**src/rtl/uart_rx_ctrl.sv**
```systemverilog
// uart_rx_ctrl: 16x-oversampled UART receive sequencer (start/data/stop) with LSB-first byte assembly
module uart_rx_ctrl #(
  parameter int DBIT = 8,
  parameter int SB_TICK = 16
) (
  input  logic       CLK,
  input  logic       reset,
  input  logic       RX,
  input  logic       TICK,
  output logic [7:0] DOUT,
  output logic       RX_DONE,
  output logic       FRAME_ERR
);
  typedef enum logic [1:0] {IDLE, START, DATA, STOP} state_t;
  state_t state;
  logic [4:0] s;
  logic [2:0] n;
  logic [7:0] b;
  logic rx_m, rx_s;
  always_ff @(posedge CLK) begin
    if (reset) begin
      state <= IDLE;
      s <= 5'd0;
      n <= 3'd0;
      b <= 8'd0;
      DOUT <= 8'd0;
      RX_DONE <= 1'b0;
      FRAME_ERR <= 1'b0;
      rx_m <= 1'b1;
      rx_s <= 1'b1;
    end else begin
      rx_m <= RX;
      rx_s <= rx_m;
      RX_DONE <= 1'b0;
      case (state)
        IDLE: if (!rx_s) begin
          state <= START;
          s <= 5'd0;
        end
        START: if (TICK) begin
          if (s == 5'd7) begin
            if (!rx_s) begin
              state <= DATA;
              s <= 5'd0;
              n <= 3'd0;
            end else state <= IDLE;
          end else s <= s + 5'd1;
        end
        DATA: if (TICK) begin
          if (s == 5'd15) begin
            s <= 5'd0;
            b <= {rx_s, b[7:1]};
            if (n == 3'(DBIT - 1)) state <= STOP;
            else n <= n + 3'd1;
          end else s <= s + 5'd1;
        end
        STOP: if (TICK) begin
          if (s == 5'(SB_TICK - 1)) begin
            DOUT <= b >> (8 - DBIT);
            FRAME_ERR <= ~rx_s;
            RX_DONE <= 1'b1;
            state <= IDLE;
          end else s <= s + 5'd1;
        end
        default: state <= IDLE;
      endcase
    end
  end
endmodule
```
**config.mk**
```make
export PLATFORM = sky130hd
export DESIGN_NAME = uart_rx_ctrl
export DESIGN_NICKNAME = d
export VERILOG_FILES = /design/src/rtl/uart_rx_ctrl.sv
export SDC_FILE = /design/constraint.sdc
export NUM_CORES = 1
export LEC_CHECK = 0
export CORE_UTILIZATION = 45
export CTS_CLUSTER_SIZE = 25
export DETAILED_ROUTE_END_ITERATION = 6
export HOLD_SLACK_MARGIN = 0.08
export PLACE_DENSITY_LB_ADDON = 0.12
export REMOVE_ABC_BUFFERS = 1
export SLEW_MARGIN = 10
export SYNTH_ARGS = -nofsm -noshare
export SYNTH_HDL_FRONTEND = slang
export SYNTH_SLANG_ARGS = --single-unit
```
**constraint.sdc**
```tcl
create_clock -name CLK -period 3.1 [get_ports CLK]
set_input_delay 0.62 -clock CLK [delete_from_list [all_inputs] [get_ports CLK]]
set_output_delay 0.62 -clock CLK [all_outputs]
set_load 0.01 [all_outputs]
```
==> summary.md <==
| Metric | Value |
|---|---|
| Outcome | `completed` |
| Hold Path Class | `reg -> reg` |
| Most used DFF post-synth | `dfxtp_1` |
| Setup ws final | `0.855 ns` |
| Vias | `1107` |
| Largest family of logic cells by synthesized area | `simple AND/OR/NAND/NOR gates` |
| Port bufs | `13` |
| Synth Area in XOR/XNOR | `0` |
| Die width | `56.3 um` |
| CP dominant cell by count | `ha_1` |
| CTS tree | `done` |
| Hold slack | `0.419 ns` |
| Clock tree sinks | `30` |
| Critical Path Fanout Max | `9` |
| Post-synth top area cell | `dfxtp_1` |
| EDFF count, synth | `0` |
| All-Layer GR Usage | `0.187` |
| Post-DRT Antenna Nets | `0` |
| # nets final | `183` |
| Setup TNS | `0 ns` |
| Post-DR wirelength/cell | `12.2 um` |
| Synth Area in Adders | `0.0472` |
| Startpoint types | `register` |
| Die area | `3170 um2` |
| Power per cell area | `478 nW/um2` |
| Most frequent cell after synthesis | `nand2_1` |
| Initial DRC count | `43` |
| Max Freq | `445 MHz` |
| Mapped Area | `1330 um2` |
| Fraction of layout cells with a size suffix above 1 | `0.0690` |
| Clock buffer depth | `2` |
| DRC | `0` |
| Worst slew margin | `0.640` |
| Drt via density | `5.40` |
| CTS Hold Buffers Added | `0` |
| Global-route wire length before repair | `4480 um` |
| GR Overflow Total | `0` |
| Syn. warnings | `0` |
| Chip Height | `56.3 um` |
| TritonRoute pass-1 iters | `4` |
| Placement Setup Slack | `0.781 ns` |
| DP Area | `1460 um2` |
| Area contributors post-synth | `dfxtp_1 45%, nand2_1 12%, a21oi_1 9.4%, ha_1 4.7%, clkbuf_1 2.5%` |
| DP HPWL | `1710 um` |
| Asr flop ratio synth | `0` |
| Number of global-route vias before repair | `1023` |
| Max-capacitance violation count | `0` |
| Critical Path End Type | `register` |
| Seq/Total Area, Yosys | `0.453` |
| Synth top cells by count | `41 x nand2_1, 30 x dfxtp_1, 25 x a21oi_1` |
| Clk pin slew, worst setup/hold paths | `0.09 ns` |
| H-tree depth | `2` |
| Top cell type's share of synthesized area | `0.453` |
| Yosys reg bits | `30` |
| Area Growth Syn to Fin | `16.3%` |
| Crit path launch | `s[0]` |
| Worst-Margin Slew | `0.539 ns` |
| Fin. max-slew vios | `0` |
| Syn Inst Count | `163` |
| Worst hold stages | `1` |
| Worst Setup EP | `n[0]` |
| Post-CTS setup buffer count | `0` |
| Final Cell Area | `1540 um2` |
| Post-synthesis mux area share | `0.00849` |
| CP Data Required Time | `3.36 ns` |
| Post-CTS Resized | `0` |
| Core Region | `2780 um2` |
| R2r setup slk | `0.85 ns` |
| Min Tclk post-route | `2.25 ns` |
| Worst-path cell chain | `ha_1, and3_1, ha_1, nand4bb_1, a221o_1, or4_1, a21oi_1` |
| I/O pin count | `14` |
| Initial Util | `0.477` |
| Antenna diodes | `0` |
| Leakage | `0.547 nW` |
| Clock root cell | `clkbuf_4` |
| Critical path type | `reg -> reg` |
| Setup violators final | `0` |
| Clk_lat worst skew | `0.32 ns` |
| Critical Path AT | `2.51 ns` |
| CP max-delay cell | `or4_1` |
| CP peak stage delay | `0.41 ns` |
| Worst vdd ir | `405 uV` |
| Total wire length | `2500 um` |
| Final worst-path cycle share | `0.724` |
| Synth unique cells | `33` |
| Avg Cell Area, Syn | `8.14 um2` |
| FP Rows | `19` |
| RSZ-0062 raised after global routing | `no` |
| Compound-Gate Fraction of Synth Area | `0.184` |
| Depth of the worst register-to-register path | `7` |
| CTS buffer count | `5` |
| RR Endpoint | `n[0]` |
| Antenna violations before repair | `0` |
| Largest net degree at the start of global routing | `25` |
| Post-Synth Simple-Gate Area | `0.259` |
| Reg2reg start | `s[0]` |
| Fin. Hold Viols | `0` |
| Routability cong. | `0.780` |
| Final Skew | `0.00896 ns` |
flip-flops by register name, summed over array words and instances (netlist names), named ones only:
| register | cells |
|---|---|
| DOUT | 8 |
| FRAME_ERR | 1 |
| RX_DONE | 1 |
| b | 8 |
| n | 3 |
| rx_m | 1 |
| rx_s | 1 |
| s | 5 |
| state | 1 |
report_power, final:
| part | switching (mW) | leakage, nW | internal [mW] | total, mW |
|---|---|---|---|---|
| Clock | 0.130 | 0.0443 | 0.188 | 0.317 |
| Combinational | 0.0153 | 0.261 | 0.0124 | 0.0276 |
| Sequential | 0.00468 | 0.242 | 0.388 | 0.392 |
| Total | 0.149 | 0.547 | 0.588 | 0.737 |
layout by cell type (no fill, tap or decap), drive strengths merged:
| master | count |
|---|---|
| a2111oi | 1 |
| a211o | 2 |
| a21oi | 25 |
| a221o | 1 |
| a22o | 1 |
| a311oi | 1 |
| a31oi | 2 |
| a32o | 1 |
| a32oi | 1 |
| a41oi | 1 |
| and3 | 2 |
| buf | 1 |
| bufinv | 1 |
| clkbuf | 6 |
| clkdlybuf4s50 | 13 |
| dfxtp | 30 |
| ha | 5 |
| inv | 6 |
| mux2 | 1 |
| nand2 | 41 |
| nand3 | 2 |
| nand3b | 1 |
| nand4 | 1 |
| nand4bb | 2 |
| nor2 | 8 |
| nor2b | 4 |
| nor3 | 2 |
| nor3b | 2 |
| nor4bb | 1 |
| o21ba | 1 |
| o21bai | 2 |
| or2 | 4 |
| or3b | 1 |
| or4 | 1 |
routing by layer:
metal / track usage / vias up / share of wire
met5: 0 / - / 0
met4: 0.0732 / 0 / 0.0060
met3: 0.0829 / 2 / 0.048
met2: 0.286 / 26 / 0.46
met1: 0.232 / 502 / 0.48
li1: - / 577 / -
metrics by stage:
stage,cells,power [mW],util
global route,205,0.772,0.555
CTS,205,0.748,0.555
finish,205,0.737,0.555
detailed placement,198,0.429,0.525
global placement,198,0.428,0.525
floorplan,153,0.413,-
kinds of logic (layout without fill, tap and decap cells):
group | after synthesis | count (layout)
AO/OA/AOI/OAI | 39 | 39
adder cells (fa/ha/maj) | 5 | 5
buffers and inverters | 16 | 27
flip-flops | 30 | 30
multiplexers | 1 | 1
AND/OR/NAND/NOR | 72 | 72
area by class of cell:
| type | instances | area, um2 |
|---|---|---|
| clock inverter | 1 | 30.0 |
| tap | 31 | 38.8 |
| multi-input combinational | 117 | 662 |
| clock buffer | 6 | 51.3 |
| sequential | 30 | 601 |
| inverter | 6 | 22.5 |
| timing repair buffer | 14 | 138 |
| fill | 271 | 1240 |
critical path: cells and delay by family, from the launching register on:
family,cells,cell delay [ns]
flip-flops,1,0.38
adder cells (fa/ha/maj),2,0.55
AO/OA/AOI/OAI,2,0.52
AND/OR/NAND/NOR,3,0.74
worst min path at each step:
stage                     from   end
after floorplan           rx_m  rx_s
after global placement    rx_m  rx_s
after detailed placement  rx_m  rx_s
after CTS                 rx_m  rx_s
after global routing      rx_m  rx_s
final                     rx_m  rx_s
Note: power is estimated with default switching activity, not from simulation.
==> RTL edit 1 (same settings) <==
Register the output `FRAME_ERR` once more, without a reset; this adds one clock of latency there. The other outputs are not delayed to match.
--- a/src/rtl/uart_rx_ctrl.sv
+++ b/src/rtl/uart_rx_ctrl.sv
@@ -14,2 +14,4 @@
   typedef enum logic [1:0] {IDLE, START, DATA, STOP} state_t;
+
+  logic FRAME_ERR_s0;
   state_t state;
@@ -27,3 +29,3 @@
       RX_DONE <= 1'b0;
-      FRAME_ERR <= 1'b0;
+      FRAME_ERR_s0 <= 1'b0;
       rx_m <= 1'b1;
@@ -59,3 +61,3 @@
             DOUT <= b >> (8 - DBIT);
-            FRAME_ERR <= ~rx_s;
+            FRAME_ERR_s0 <= ~rx_s;
             RX_DONE <= 1'b1;
@@ -68,2 +70,6 @@
   end
+  always_ff @(posedge CLK) begin
+    FRAME_ERR <= FRAME_ERR_s0;
+  end
+
 endmodule
Behaviour: no difference found for any inputs over 10 cycles, from zero or initial values and one cycle with reset high; that may be too few to reach the edited logic, so the function may still have changed.
==> RTL edit 1 against the original RTL <==
Via count rose by 1.9%. Setup slack got worse by 17 ps. Power rose by 3.7%. First-iteration DRC count fell by 26%. Final area rose by 1.6%. Die area rose by 1.4%. Sequential cell count rose by 1. Cell count rose by 0.98%. Area after synthesis rose by 1.5%. Wire length rose by 1.7%. Non-clock buffer count did not move. Highest routed layer unchanged.
==> RTL edit 1: results (changes against the original RTL) <==
stage,metric,value,unit,change
detailed_routing,Met2 Wirelength,1190,microns,was 1160 microns
critical_path,worst r2r dst,n[0],,unchanged
detailed_routing,via density per instance,5.45,,was 5.40
grt,GRT Overall Usage,18.1,%,was 18.7%
placed_design,dpl cell area,0.00148,sq mm,was 0.00146 sq mm
hold_path,hold worst-path end,FRAME_ERR,,was rx_s
critical_path,Worst Path Arrival,2530,ps,was 2510 ps
sta,Slew headroom,63.7,%,was 64.0%
grt,global routing usage on met1,22.7,%,was 23.2%
placed_design,Routability Congestion,0.810,,was 0.780
grt,global-route met3 utilization,6.22,%,was 8.29%
detailed_routing,Routed WL,2550,microns,was 2500 microns
grt,global-route wire length before repair,4350,microns,was 4480 microns
status,status,finished clean,,unchanged
synthesis,"top cells by area, synth","dfxtp_1 (46%), nand2_1 (11%), a21oi_1 (9.3%), ha_1 (4.6%), clkbuf_1 (2.5%)",,"was dfxtp_1 (45%), nand2_1 (12%), a21oi_1 (9.4%), ha_1 (4.7%), clkbuf_1 (2.5%)"
cts,Clock transition at path regs,100,ps,
cells_and_area,layout cells sized above 1,7.39,%,was 6.90%
synthesis,part of the Yosys area used for sequential elements,46.1,%,was 45.3%
sta,Final Skew,7.44,ps,was 8.96 ps
hold_path,depth of the worst hold-timing path,0,,was 1
synthesis,Post-synth ARST share,0,%,unchanged
hold_path,hold path start,FRAME_ERR_s0,,was rx_m
synthesis,"area leader, netlist",dfxtp_1,,unchanged
power,Pleak,0.559,nW,was 0.547 nW
detailed_routing,Met1 Wirelength,1190,microns,was 1210 microns
detailed_routing,number of DRC markers in iteration 0,32,,was 43
cells_and_area,Final nets,184,,was 183
placed_design,hpwl dp,1750,microns,was 1710 microns
critical_path,register-to-register setup slack,840,ps,was 850 ps
synthesis,library cells used by synthesis,33,,unchanged
sta,WHS,359,ps,was 419 ps
power,Max VDD drop,0.272,mV,was 0.405 mV
grt,vias in the first global route,994,,was 1023
detailed_routing,DR WL met3,132,microns,was 120 microns
power,Sw Ratio,21.1,%,was 20.3%
synthesis,synth cell count leaders,"nand2_1 (41), dfxtp_1 (31), a21oi_1 (25)",,"was nand2_1 (41), dfxtp_1 (30), a21oi_1 (25)"
==> RTL edit 1: cell count changes after synthesis, sizes merged <==
cell and change:
dfxtp +1
==> RTL edit 1: layout make-up <==
| class | instances | area share, % |
|---|---|---|
| clock inverters | 2 | 2.23 |
| multi-input cells | 117 | 42.2 |
| inverters | 6 | 1.44 |
| flip-flops and latches | 31 | 39.6 |
| well taps | 31 | 2.47 |
| repair buffers | 14 | 8.78 |
| clock buffers | 6 | 3.27 |
==> RTL edit 1: worst max-delay path by stage <==
stage          endpoint  cells after the start
3_3_place_gp       n[0]                      5
2_1_floorplan      n[0]                      7
4_1_cts            n[0]                      7
3_5_place_dp       n[0]                      5
6_report           n[0]                      7
5_1_grt            n[0]                      7
==> RTL edit 1: worst max-delay path: stages (launching register included) <==
cell	delay, ps
dfxtp_1	380
ha_1	220
and3_1	200
ha_1	330
nand4bb_1	130
a221o_1	400
or4_1	410
a21oi_1	130
==> RTL edit 1: logic make-up after synthesis <==
group	Yosys count	share of synthesized area, %
AND/OR/NAND/NOR	72	25.6
flip-flops	31	46.1
multiplexers	1	0.836
AO/OA/AOI/OAI	39	18.1
adder cells (fa/ha/maj)	5	4.65
buffers and inverters	16	4.74
==> RTL edit 1: power groups by stage <==
stage	registers, mW	logic, mW	clock network, mW
2_1_floorplan	0.413	0.0132	0
3_5_place_dp	0.414	0.0277	0
5_1_grt	0.406	0.0301	0.355
4_1_cts	0.405	0.0278	0.340
6_report	0.405	0.0277	0.332
3_3_place_gp	0.414	0.0270	0
==> RTL edit 1: stage by stage <==
step / worst slack [ps] / std cells
final: 838 / 207
after global routing: 695 / 207
after CTS: 835 / 207
after detailed placement: 767 / 199
after global placement: 831 / 199
after floorplan: 1070 / 154
==> RTL edit 2 (config.mk and constraints unchanged) <==
Without the edit above. `SB_TICK`: 16 -> 8.
--- a/src/rtl/uart_rx_ctrl.sv
+++ b/src/rtl/uart_rx_ctrl.sv
@@ -3,3 +3,3 @@
   parameter int DBIT = 8,
-  parameter int SB_TICK = 16
+  parameter int SB_TICK = 8
 ) (
Behaviour: no difference found for any inputs over 10 cycles, from zero or initial values and one cycle with reset high; that may be too few to reach the edited logic, so the function may still have changed.
==> RTL edit 2 against the original RTL <==
The flow now finishes with violations (design-rule violations). Via count increased by 1.2%. Setup slack improved by 47 ps. Highest routed layer unchanged. Sequential cell count unchanged. Power decreased by 2.1%. Area after synthesis increased by 1.5%. Wire length increased by 2.4%. Final area increased by 0.57%.
==> RTL edit 2: results (changes against the original RTL) <==
stage,metric,value,unit,change
synthesis,part of the Yosys area used for sequential elements,44.6,%,was 45.3%
sta,Total Neg Setup Slack,0,ps,unchanged
power,Max VDD drop,0.260,mV,was 0.405 mV
cts,clock root buffer,clkbuf_4,,unchanged
cells_and_area,ANT cells,0,,unchanged
critical_path,register-to-register setup slack,900,ps,was 850 ps
placed_design,port buffer count,13,,unchanged
grt,largest net degree at the start of global routing,24,,was 25
detailed_routing,DRC viols,3,,was 0
placed_design,Routability Congestion,0.717,,was 0.780
hold_path,Min-Delay Path Class,flip-flop to flip-flop,,unchanged
placed_design,hpwl dp,1770,microns,was 1710 microns
grt,global-route wire length before repair,4420,microns,was 4480 microns
grt,initial antenna violation count,0,,unchanged
cts,CTS buffer count,5,,unchanged
cells_and_area,fillers,261,,was 271
status,failing checks,design-rule violations,,
power,Sw Ratio,21.6,%,was 20.3%
sta,Slew headroom,52.0,%,was 64.0%
detailed_routing,number of DRC markers in iteration 0,21,,was 43
synthesis,main flop type after synthesis,dfxtp_1,,unchanged
detailed_routing,via density per instance,5.66,,was 5.40
cells_and_area,largest registers,"DOUT: 8 flops, b: 8 flops, s: 5 flops",,unchanged
cts,Post-CTS Resized,0,,unchanged
grt,vias in the first global route,1030,,was 1023
critical_path,Worst Path Arrival,2460,ps,was 2510 ps
critical_path,crit path max fanout,11,,was 9
sta,Final Skew,7.87,ps,was 8.96 ps
status,status,"complete, but fails checks",,was finished clean
cts,Skew-Pair Late Insertion Delay,330,ps,
cts,hold buffers post-CTS,0,,unchanged
power,Pleak,0.538,nW,was 0.547 nW
synthesis,Post-synth ARST share,0,%,unchanged
grt,GRT Overall Usage,18.6,%,was 18.7%
synthesis,synth cell count leaders,"nand2_1 (33), dfxtp_1 (30), a21oi_1 (23)",,"was nand2_1 (41), dfxtp_1 (30), a21oi_1 (25)"
cts,Clock transition at path regs,100,ps,
cts,postcts setup bufs,0,,unchanged
synthesis,library cells used by synthesis,37,,was 33
cts,H-Tree Depth,2,,unchanged
cts,CTS max path bufs,2,,unchanged
cells_and_area,Final nets,175,,was 183
cells_and_area,layout cells sized above 1,10.2,%,was 6.90%
placed_design,dpl cell area,0.00147,sq mm,was 0.00146 sq mm
synthesis,"top cells by area, synth","dfxtp_1 (45%), nand2_1 (9.2%), a21oi_1 (8.6%), ha_1 (4.6%), nand3_1 (3.7%)",,"was dfxtp_1 (45%), nand2_1 (12%), a21oi_1 (9.4%), ha_1 (4.7%), clkbuf_1 (2.5%)"
detailed_routing,Wirelength per Cell,12.9,microns,was 12.2 microns
synthesis,number of synthesis warnings,0,,unchanged
detailed_routing,Pre-Repair DR Iteration Count,6,,was 4
[RTL edit 2: cell count changes in the layout (fill, tap and decap cells not counted), moves of 3 or more]
cell and change:
nand2_1 -8, nand3_1 +8, inv_1 -4, nand4b_1 +3, nor2b_1 -3
[RTL edit 2: cell families (layout without fill, tap and decap cells)]
kind of cell,after synthesis,count (layout),share of synthesized area [%]
AO/OA/AOI/OAI,35,35,17.2
AND/OR/NAND/NOR,72,72,28.5
buffers and inverters,12,24,4.18
adder cells (fa/ha/maj),5,5,4.65
multiplexers,1,1,0.836
flip-flops,30,30,44.6
[RTL edit 2: worst paths after layout]
kind | start | end | cells past startpoint
worst min register to register | rx_m | rx_s | 1
worst max-delay path | s[1] | n[1] | 8
worst min-delay path | rx_m | rx_s | 1
worst max register to register | s[1] | n[1] | 8
[RTL edit 2: layer usage]
| metal | track usage (%) | wire length [microns] |
|---|---|---|
| met5 | 0 | 0 |
| met1 | 19.8 | 1110 |
| met2 | 33.0 | 1330 |
| met4 | 7.50 | 29 |
| met3 | 6.91 | 93 |
[RTL edit 2: final cells by class]
class                           count  area share (%)
Tap cell                           31            2.50
Clock inverter                      3            2.58
Sequential cell                    30            38.7
Clock buffer                        5            2.42
Inverter                            2           0.484
Timing Repair Buffer               14            8.87
Multi-Input combinational cell    113            44.4
[RTL edit 2: power by group through the flow]
stage,registers (mW),clock network [mW],logic [mW]
after detailed placement,0.400,0,0.0261
after global placement,0.400,0,0.0253
final,0.391,0.305,0.0257
after CTS,0.391,0.311,0.0262
after global routing,0.392,0.332,0.0284
after floorplan,0.399,0,0.0115
[RTL edit 2: critical path, stage by stage (launching register included)]
cell      delay, ps
dfxtp_1         370
ha_1            290
nand3_1         140
inv_1            80
ha_1            210
nand4b_1        400
nor2_1          310
nand4b_1        140
a21oi_1         190
[RTL edit 2: through the flow]
step	hold slack, ps	utilization, %	worst slack, ps	power, mW	cells
final	416	55.3	902	0.722	198
after global routing	428	55.3	694	0.752	198
after CTS	418	55.3	882	0.729	198
after detailed placement	393	52.5	585	0.426	190
after global placement	391	52.5	694	0.425	190
after floorplan	389	-	1290	0.411	145
